$ cat config.mk
export PLATFORM = sky130hd
export DESIGN_NAME = context_switcher
export DESIGN_NICKNAME = d
export VERILOG_FILES = /design/src/rtl/context_switcher.sv
export SDC_FILE = /design/constraint.sdc
export NUM_CORES = 1
export LEC_CHECK = 0
export BUFFER_PORTS_ARGS = -buffer_cell sky130_fd_sc_hd__clkbuf_2
export CORE_MARGIN = 4
export CORE_UTILIZATION = 40
export DETAILED_ROUTE_END_ITERATION = 8
export GPL_ROUTABILITY_DRIVEN = 0
export SLEW_MARGIN = 20
export SYNTH_ARGS = -nofsm -noshare
export SYNTH_HDL_FRONTEND = slang
export SYNTH_SLANG_ARGS = --single-unit
$ cat constraint.sdc
create_clock -name clk -period 5.05 [get_ports clk]
set_input_delay 1.01 -clock clk [delete_from_list [all_inputs] [get_ports clk]]
set_output_delay 1.01 -clock clk [all_outputs]
set_load 0.1 [all_outputs]
$ cat src/rtl/context_switcher.sv
// Quantum-preemption responder: saves the preempted PC, tracks the OS handler,
// and on RETURN restores the next runnable process round-robin via a one-cycle PC load.
module context_switcher #(
  parameter int unsigned ADDRESS_SIZE = 32,
  parameter int unsigned PROC_BITS    = 2,
  parameter logic [5:0]  RETURN_OP    = 6'b101100,
  parameter logic [5:0]  HALT_OP      = 6'b111111
) (
  input  logic                    clk,
  input  logic                    reset,
  input  logic                    intr,
  input  logic [ADDRESS_SIZE-1:0] PCout,
  input  logic [ADDRESS_SIZE-1:0] inst_mem,
  input  logic                    tbl_we,
  input  logic [PROC_BITS-1:0]    tbl_idx,
  input  logic [ADDRESS_SIZE-1:0] tbl_pc,
  input  logic                    tbl_valid,
  output logic                    pc_load,
  output logic [ADDRESS_SIZE-1:0] pc_load_addr,
  output logic [PROC_BITS-1:0]    cur_proc,
  output logic                    in_handler,
  output logic [ADDRESS_SIZE-1:0] saved_pc
);

  localparam int unsigned NUM_PROCS = 2 ** PROC_BITS;

  typedef enum logic [1:0] {
    StRun,
    StHandler,
    StRestore
  } state_e;

  state_e                  state_q, state_d;
  logic [PROC_BITS-1:0]    cur_proc_q, cur_proc_d;
  logic [PROC_BITS-1:0]    nxt_q, nxt_d;
  logic [PROC_BITS-1:0]    scan_next;
  logic [ADDRESS_SIZE-1:0] pc_table_q [NUM_PROCS];
  logic [ADDRESS_SIZE-1:0] pc_table_d [NUM_PROCS];
  logic [NUM_PROCS-1:0]    valid_q, valid_d;
  logic                    pc_load_q, pc_load_d;
  logic [ADDRESS_SIZE-1:0] pc_load_addr_q, pc_load_addr_d;
  logic                    in_handler_q, in_handler_d;

  logic [5:0] opcode;
  logic       unused_inst_bits;

  assign opcode           = inst_mem[31:26];
  assign unused_inst_bits = ^inst_mem[25:0];

  // Scan cur+1, cur+2, ... wrapping, ending at cur itself; cur is the fallback.
  always_comb begin
    logic                 found;
    logic [PROC_BITS-1:0] cand;
    scan_next = cur_proc_q;
    found     = 1'b0;
    cand      = cur_proc_q;
    for (int unsigned i = 1; i <= NUM_PROCS; i++) begin
      cand = cur_proc_q + PROC_BITS'(i);
      if (!found && valid_q[cand]) begin
        scan_next = cand;
        found     = 1'b1;
      end
    end
  end

  always_comb begin
    state_d        = state_q;
    cur_proc_d     = cur_proc_q;
    nxt_d          = nxt_q;
    pc_table_d     = pc_table_q;
    valid_d        = valid_q;
    pc_load_d      = 1'b0;
    pc_load_addr_d = pc_load_addr_q;
    in_handler_d   = in_handler_q;

    if (tbl_we) begin
      pc_table_d[tbl_idx] = tbl_pc;
      valid_d[tbl_idx]    = tbl_valid;
    end

    unique case (state_q)
      StRun: begin
        if (intr) begin
          // Saved PC overrides a colliding OS write; the write's valid still lands.
          pc_table_d[cur_proc_q] = PCout;
          in_handler_d           = 1'b1;
          state_d                = StHandler;
        end else if (opcode == HALT_OP) begin
          valid_d[cur_proc_q] = 1'b0;
        end
      end
      StHandler: begin
        if (opcode == RETURN_OP) begin
          nxt_d   = scan_next;
          state_d = StRestore;
        end
      end
      StRestore: begin
        // Reads the registered table, so a same-cycle write is not seen here.
        pc_load_d      = 1'b1;
        pc_load_addr_d = pc_table_q[nxt_q];
        cur_proc_d     = nxt_q;
        in_handler_d   = 1'b0;
        state_d        = StRun;
      end
      default: state_d = StRun;
    endcase
  end

  always_ff @(posedge clk) begin
    if (reset) begin
      state_q        <= StRun;
      cur_proc_q     <= '0;
      nxt_q          <= '0;
      valid_q        <= NUM_PROCS'(1);
      pc_load_q      <= 1'b0;
      pc_load_addr_q <= '0;
      in_handler_q   <= 1'b0;
      for (int unsigned i = 0; i < NUM_PROCS; i++) begin
        pc_table_q[i] <= '0;
      end
    end else begin
      state_q        <= state_d;
      cur_proc_q     <= cur_proc_d;
      nxt_q          <= nxt_d;
      valid_q        <= valid_d;
      pc_load_q      <= pc_load_d;
      pc_load_addr_q <= pc_load_addr_d;
      in_handler_q   <= in_handler_d;
      for (int unsigned i = 0; i < NUM_PROCS; i++) begin
        pc_table_q[i] <= pc_table_d[i];
      end
    end
  end

  assign pc_load      = pc_load_q;
  assign pc_load_addr = pc_load_addr_q;
  assign cur_proc     = cur_proc_q;
  assign in_handler   = in_handler_q;
  assign saved_pc     = pc_table_q[cur_proc_q];

endmodule
==> reports/results.tsv <==
metric	value	unit
Die H	157	µm
Sw Share	28.3	%
Final Cycle Share	68.7	%
hpwl dp	15300	µm
Clk pwr share	42.5	%
Leak Pwr	4.41	nW
DP Cell Count	1180	
chip width	157	µm
core area	0.0219	mm²
count of state elements after synthesis	172	
DR pass1 iterations	4	
Worst setup EP type	output port	
sequential share of the synthesized area	38.6	%
CTS tree	done	
final setup violation count	0	
first-pass GRT wire length	40100	µm
Peak VDD IR	0.171	mV
Post-route DRC	0	
Fill cells	2074	
largest net degree at the start of global routing	75	
initial DRC count	462	
Synth Net Count	933	
Layout area overhead	16.3	%
most common cell in the netlist	dfxtp_1	
via count of the first global-routing pass	7120	
PD cells	325	mW/mm²
fin nets	1026	
FP Rows	54	
library cells used by synthesis	45	
n_diodes	0	
Hold Path Depth	1	
endpoints failing hold	0	
Max Transition Viols Final	0	
Post-Syn Area	0.00893	mm²
DIE AREA	0.0248	mm²
top post-synthesis cells by area	dfxtp_1, mux4_2, mux2i_1	
Post-synth EDFFs	0	
initial antenna violation count	1	
io pins	171	
Starting Density	40.8	%
drt wl/cell	21.1	µm
buffer count from post-CTS setup fixing	0	
port bufs	144	
max-cap viol count	0	
Yosys top cell by area	dfxtp_1	
Mapped Cells	826	
CTS buffer count	17	
worst path required time	4.04	ns
setup TNS	0	ns
most frequent cells after synthesis	dfxtp_1, mux2i_1, nor2_1	
CTS Buffer Depth	2	
non-filler instance count after layout	1212	
post-layout util	47.4	%
post-synth top area share	38.6	%
RSZ-0062 raised after global routing	false	
synthesized area per cell	10.8	µm²
reg2reg path depth	7	
clk root buf	clkbuf_16	
CTS Hold Buffers Added	0	
slew margin rel.	36.2	%
Gate power share	14.6	%
total vias in the final route	7159	
Crit Path Class	reg2out	
grt total ovfl	0	
routed vias/inst	5.91	
Slew @ Worst Pin	0.957	ns
Hold WC Path Type	reg2reg	
post-cts resize count	0	
share of cells above drive strength 1	28.8	%
status	completed	
CTS sink count	172	
hold_ws	0.468	ns
Worst Skew	0.0129	ns
clock-pin slew on the worst setup and hold paths	0.06	ns
Skew-Pair Late Insertion Delay	0.43	ns
warning count from the yosys run	0	
asr flop ratio synth	0	%
Int Power	2.42	mW
fmax	288	MHz
Crit Path Max Fanout	52	
Most used DFF post-synth	dfxtp_1	
Worst setup SP type	register	
Seq pwr share	42.9	%
post-route ant nets	0	
Switching Power	0.954	mW
final wirelength	25600	µm
clock period minus worst slack	3.47	ns
Tot GR Track Use	20.7	%
worst path arrival time	2.46	ns
htree depth	4	
## flip-flops by register name, summed over array words and instances, names as in the netlist
name,flops
cur_proc,2
in_handler,1
nxt_q,2
pc_load,1
pc_load_addr,32
pc_table_q,128
state_q,2
valid_q,4
## worst max-delay path: stages, from the launching register on
cell	delay [ns]
dfxtp_4	0.99
mux4_2	0.63
clkbuf_2	0.39
## through the flow
stage                     setup slack, ns  power, mW  area (µm²)
after floorplan                      1.58       1.83        8930
after global placement               1.82       1.96        9750
after detailed placement             1.83       1.97        9750
after CTS                            1.51       3.39       10400
after global routing                 1.44       3.48       10400
final                                1.58       3.37       10400
## power by group through the flow
stage	logic (mW)	registers [mW]	clock network (mW)
floorplan	0.367	1.47	0
global placement	0.487	1.47	0
detailed placement	0.491	1.47	0
CTS	0.493	1.44	1.45
global route	0.520	1.45	1.51
finish	0.491	1.45	1.43
## layout by cell type, fill, tap and decap left out, types with 7 or more instances in the layout
cell       instances
clkbuf_2         143
nor2_1           135
a211oi_1         131
buf_4             15
mux2i_1          138
dfxtp_1          168
mux4_2            65
o21ai_0            7
clkbuf_16         17
a22o_1            34
## area by class of cell
class | count | area (µm²) | area share (%)
Inverter | 3 | 11.3 | 0.108
Timing Repair Buffer | 158 | 828 | 7.98
Tap cell | 280 | 350 | 3.37
Clock buffer | 20 | 447 | 4.30
Sequential cell | 172 | 3450 | 33.2
Clock inverter | 12 | 183 | 1.76
Multi-Input combinational cell | 567 | 5110 | 49.2
## kinds of logic (layout without fill, tap and decap cells)
group           Yosys count  count (layout)  synth area share (%)
compound gates          190             190                  16.3
mux                     203             203                  31.9
flops                   172             172                  38.6
simple gates            170             170                  8.19
fa+ha+maj                 4               4                 0.561
buf+inv                  87             193                  4.49
## path summary, 6_finish.rpt
path                from     endpoint  slack [ns]
max          cur_proc[0]  saved_pc[5]        1.58
min           in_handler   in_handler        0.47
min reg2reg   in_handler   in_handler        0.47
max reg2reg  cur_proc[0]     nxt_q[1]        1.83
## routing by layer
| metal | vias to the layer above | share of wire, % | track usage, % | routed length (µm) |
|---|---|---|---|---|
| met3 | 19 | 5.2 | 4.51 | 1340 |
| met4 | 2 | 1.1 | 5.20 | 290 |
| met1 | 3581 | 47 | 28.5 | 12000 |
| met2 | 195 | 47 | 33.3 | 11900 |
| li1 | 3362 | - | - | - |
| met5 | - | 0.051 | 0 | 13 |
Power figures use the tool's default switching activity.
